<file path="src/rtl/pipe_ctrl.sv">
// Hazard and sequencing controller for the 5-stage pipeline.
// Optional perf counters under PIPE_CTRL_PERF_EN.
module pipe_ctrl #(
  parameter int RF_AW        = 5,
  parameter int FLUSH_CYCLES = 2
) (
  input  logic             clk,
  input  logic             rst,
  input  logic             id_valid,
  input  logic             id_rs1_read,
  input  logic [RF_AW-1:0] id_rs1_addr,
  input  logic             id_rs2_read,
  input  logic [RF_AW-1:0] id_rs2_addr,
  input  logic             ex_mem_rd,
  input  logic             ex_reg_wen,
  input  logic [RF_AW-1:0] ex_reg_waddr,
  input  logic             ex_branch_taken,
  input  logic             dmem_busy,
  output logic             stall_if,
  output logic             stall_id,
  output logic             stall_ex,
  output logic             stall_mem,
  output logic             bubble_ex,
  output logic             flush_id,
`ifdef PIPE_CTRL_PERF_EN
  output logic [31:0]      perf_stall_cnt,
  output logic [31:0]      perf_flush_cnt,
`endif
  output logic [1:0]       ctrl_state
);

  typedef enum logic [1:0] {
    RUN      = 2'd0,
    MEM_WAIT = 2'd1,
    FLUSH    = 2'd2,
    ILLEGAL  = 2'd3
  } state_e;

  localparam logic [3:0] CNT_INIT = 4'(FLUSH_CYCLES - 1);

  state_e     state_q, state_d;
  logic [3:0] cnt_q, cnt_d;

  logic lu;
  logic rs1_hit, rs2_hit;
  logic s_if, s_id, s_ex, s_mem, bub, fl;

  assign rs1_hit = id_rs1_read & (id_rs1_addr == ex_reg_waddr);
  assign rs2_hit = id_rs2_read & (id_rs2_addr == ex_reg_waddr);
  assign lu = id_valid & ex_mem_rd & ex_reg_wen
            & (ex_reg_waddr != '0) & (rs1_hit | rs2_hit);

  // State and flush counter register
  always_ff @(posedge clk) begin
    if (rst) begin
      state_q <= RUN;
      cnt_q   <= '0;
    end else begin
      state_q <= state_d;
      cnt_q   <= cnt_d;
    end
  end

  // Next state and raw pipeline control; MEM_WAIT decides like RUN
  always_comb begin
    state_d = state_q;
    cnt_d   = cnt_q;
    s_if    = 1'b0;
    s_id    = 1'b0;
    s_ex    = 1'b0;
    s_mem   = 1'b0;
    bub     = 1'b0;
    fl      = 1'b0;
    case (state_q)
      RUN, MEM_WAIT: begin
        if (dmem_busy) begin
          {s_if, s_id, s_ex, s_mem} = 4'hF;
          state_d = MEM_WAIT;
        end else if (ex_branch_taken) begin
          fl  = 1'b1;
          bub = 1'b1;
          if (FLUSH_CYCLES == 1) begin
            state_d = RUN;
          end else begin
            state_d = FLUSH;
            cnt_d   = CNT_INIT;
          end
        end else if (lu) begin
          s_if    = 1'b1;
          s_id    = 1'b1;
          bub     = 1'b1;
          state_d = RUN;
        end else begin
          state_d = RUN;
        end
      end
      FLUSH: begin
        fl = 1'b1;
        if (dmem_busy) begin
          {s_if, s_id, s_ex, s_mem} = 4'hF;
        end else begin
          bub   = 1'b1;
          cnt_d = cnt_q - 4'd1;
          if (cnt_q == 4'd1) state_d = RUN;
        end
      end
      default: begin
        state_d = RUN;
        cnt_d   = '0;
      end
    endcase
  end

  assign stall_if   = s_if  & ~rst;
  assign stall_id   = s_id  & ~rst;
  assign stall_ex   = s_ex  & ~rst;
  assign stall_mem  = s_mem & ~rst;
  assign bubble_ex  = bub   & ~rst;
  assign flush_id   = fl    & ~rst;
  assign ctrl_state = rst ? 2'd0 : state_q;

`ifdef PIPE_CTRL_PERF_EN
  logic [31:0] perf_stall_q, perf_flush_q;

  // Cycle counters for stalled and flushed fetch slots
  always_ff @(posedge clk) begin
    if (rst) begin
      perf_stall_q <= '0;
      perf_flush_q <= '0;
    end else begin
      if (stall_if) perf_stall_q <= perf_stall_q + 32'd1;
      if (flush_id) perf_flush_q <= perf_flush_q + 32'd1;
    end
  end

  assign perf_stall_cnt = perf_stall_q;
  assign perf_flush_cnt = perf_flush_q;
`endif

endmodule

</file>
<file path="config.mk">
export PLATFORM = sky130hd
export DESIGN_NAME = pipe_ctrl
export DESIGN_NICKNAME = d
export VERILOG_FILES = /design/src/rtl/pipe_ctrl.sv
export SDC_FILE = /design/constraint.sdc
export NUM_CORES = 1
export LEC_CHECK = 0
export ABC_AREA = 1
export CELL_PAD_IN_SITES_DETAIL_PLACEMENT = 0
export CELL_PAD_IN_SITES_GLOBAL_PLACEMENT = 1
export CORE_MARGIN = 10
export CORE_UTILIZATION = 26
export CTS_BUF_LIST = sky130_fd_sc_hd__clkbuf_4
export DETAILED_ROUTE_END_ITERATION = 12
export PLACE_DENSITY_LB_ADDON = 0.1
export SKIP_CTS_REPAIR_TIMING = 1
export SLEW_MARGIN = 40
export SYNTH_ARGS = -nofsm -noshare
export SYNTH_HDL_FRONTEND = slang
export SYNTH_SLANG_ARGS = --single-unit
</file>
<file path="constraint.sdc">
create_clock -name clk -period 2.57 [get_ports clk]
set_clock_uncertainty 0.2 [all_clocks]
set_input_delay 0.514 -clock clk [delete_from_list [all_inputs] [get_ports clk]]
set_output_delay 0.514 -clock clk [all_outputs]
set_load 0.1 [all_outputs]
</file>
==> results.txt <==
Vias in the first global route = 681
Post-Syn Area = 598.1 um2
Htree depth = 1
Net Sw Frac = 39.37%
Total Routed Length = 1.824 mm
Syn_nets = 138
Max Cap Viol = 0
Root buffer cell = clkbuf_4
Crit share post-route = 95.39%
IO buf count = 31
Total track usage = 8.051%
Comb pwr share = 50.2%
Main synth FF type = dfxtp_1
Antenna diodes = 0
Final setup vio count = 0
Die height = 67.96 um
Cell breakdown of the critical path = clkdlybuf4s50_1 > nand2_1 > nor2_1 > nand3_1 > nand2_1 > nand2_2 > o21bai_4 > buf_12
CP Capture Type = output port
Fmax = 407.9 MHz
PwrDens = 351.0 nW/um2
FF+latch count, synth = 6
Synth Instances = 112
Relative slew margins = 84.25%
Clock slew at reported path FFs = 0.04 ns
Crit path max-delay cell type = clkdlybuf4s50_1
CP startpoint kind = input pin
Reg power frac = 28.0%
CP delay by family, top = buffers and inverters
# nets final = 175
Buf/Inv on CP = 2
Syn-to-layout area delta = 87.87%
Pint = 0.2391 mW
Vias per std cell = 4.257
Setup CP Type = in2out
GPL Wtd Cong = 0.7685
Slew at the pin closest to its max-slew limit = 0.2360 ns
CP required = 1.86 ns
Final core utilization = 50.79%
Clk Latency, worst-skew pair = 0.24 ns
CTS tree = built
Pleak = 0.6911 nW
Clk network pwr share = 21.9%
Die ar. = 4619 um2
Non-Filler Instances = 175
Final Slew Violations = 0
I/O pins = 32
Drt pass-1 iters = 4
Initial DRC Count = 44
Worst VDD drop = 0.0002697 V
DP Wirelength = 1.574 mm
Core area = 2212 um2
Longest Clk Path Bufs = 2
Asr flop ratio synth = 0%
Syn_area_per_cell = 5.340 um2
Final setup TNS = 0 ns
Layout cells sized above 1 = 17.69%
DP Worst Slack = -0.1601 ns
WL per Instance = 10.42 um
Endpoints failing hold = 0
Post-synth top area share = 23.22%
Status = finished, final reports clean
Global-route wire length before repair = 2.856 mm
Top cells by area, synth = nand2_1, dfxtp_1, inv_1, nor2_1, a21oi_1
Yosys top cell by area = nand2_1
Setup ws final = 0.1186 ns
Initial Util = 27.04%
Number of synthesized flops with an enable pin = 0
Row cnt = 17
Hold Path Class = reg2reg
Yosys Warn Count = 0
Critical Path AT = 1.74 ns
CP max FO = 2
Share of the yosys chip area belonging to registers = 20.08%
Initial antenna violation count = 0
Placed Instances = 172
Largest net degree at the start of global routing = 7
Most frequent cell on the critical path = nand2_1
Antenna-violating nets left = 0
DRC viols = 0
CTS buffer count = 3
Total power = 0.3944 mW
Count of cell types in the netlist = 18
RSZ-0062 raised after global routing = no
Most common cell in the synthesized netlist = nand2_1
Fill cells = 232
Commonest cells in the netlist = nand2_1, inv_1, nor2_1
Sink Count = 6
Post-route minimum period = 2.451 ns
Via count = 745
Die X = 67.96 um
Switching Power = 0.1553 mW
GR Overflow Total = 0
Crit path largest cell delay = 0.45 ns
-- cells by family after synthesis --
| group | after synthesis | synth area share, % |
|---|---|---|
| DFF | 6 | 20.08 |
| buffers and inverters | 25 | 16.94 |
| adders and majority gates | 2 | 4.183 |
| AOI/OAI and AO/OA | 11 | 9.624 |
| xor gates and xnor gates | 1 | 1.465 |
| and+or+nand+nor | 67 | 47.70 |
-- power by group through the flow --
| stage | Sequential [mW] | Combinational, mW | Clock (mW) |
|---|---|---|---|
| after global routing | 0.112 | 0.217 | 0.0948 |
| after floorplan | 0.110 | 0.115 | 0 |
| after CTS | 0.110 | 0.200 | 0.0892 |
| after global placement | 0.112 | 0.199 | 0 |
| after detailed placement | 0.112 | 0.199 | 0 |
| final | 0.110 | 0.198 | 0.0862 |
-- through the flow --
| stage | instance area, um2 | hold WS [ns] |
|---|---|---|
| 2_1_floorplan | 613.1 | 0.2701 |
| 3_3_place_gp | 1046 | 0.2923 |
| 3_5_place_dp | 1046 | 0.2931 |
| 4_1_cts | 1069 | 0.3002 |
| 5_1_grt | 1124 | 0.3273 |
| 6_report | 1124 | 0.2991 |
-- path summary, 6_finish.rpt --
path	start	end	slack (ns)	depth (start not counted)
setup reg to reg	cnt_q[0]$_SDFFE_PP0P_	cnt_q[1]$_SDFFE_PP0P_	1.21	5
hold / removal	cnt_q[1]$_SDFFE_PP0P_	cnt_q[1]$_SDFFE_PP0P_	0.30	2
hold reg to reg	cnt_q[1]$_SDFFE_PP0P_	cnt_q[1]$_SDFFE_PP0P_	0.30	2
setup / recovery	id_rs2_read	stall_if	0.12	8
-- tightest hold or removal path, cell delays in order, from the launching register on --
cell and delay, ns:
dfxtp_1 0.30, inv_1 0.08, a21oi_1 0.06
-- placed cells by master, fill, tap and decap left out, types with 4 or more instances in the layout --
master | netlist | final
nand3_1 | 4 | 4
a21oi_1 | 6 | 5
nand2_1 | 37 | 36
dlymetal6s2s_1 | 0 | 16
nor2_1 | 18 | 15
buf_12 | 0 | 8
dfxtp_1 | 6 | 6
o21ai_0 | 4 | 4
inv_1 | 22 | 21
clkdlybuf4s50_1 | 0 | 7
-- area by class of cell --
cell class | count | area, um2 | share of cell area [%]
repair buffers | 34 | 452.9 | 40.31
multi-input cells | 81 | 406.6 | 36.19
flip-flops and latches | 6 | 120.1 | 10.69
inverters | 23 | 86.33 | 7.684
well taps | 28 | 35.03 | 3.118
clock buffers | 3 | 22.52 | 2.004
-- sequential cells by signal, summed over array words and instances (netlist names) --
register,cells
cnt_q,4
state_q,2
-- metal layers --
| layer | GRT usage (%) | routed length (um) |
|---|---|---|
| met4 | 3.015 | 0 |
| met3 | 5.546 | 202 |
| met2 | 10.12 | 744 |
| met5 | 0 | 0 |
| met1 | 10.33 | 877 |
(Power assumes the default switching activity.)
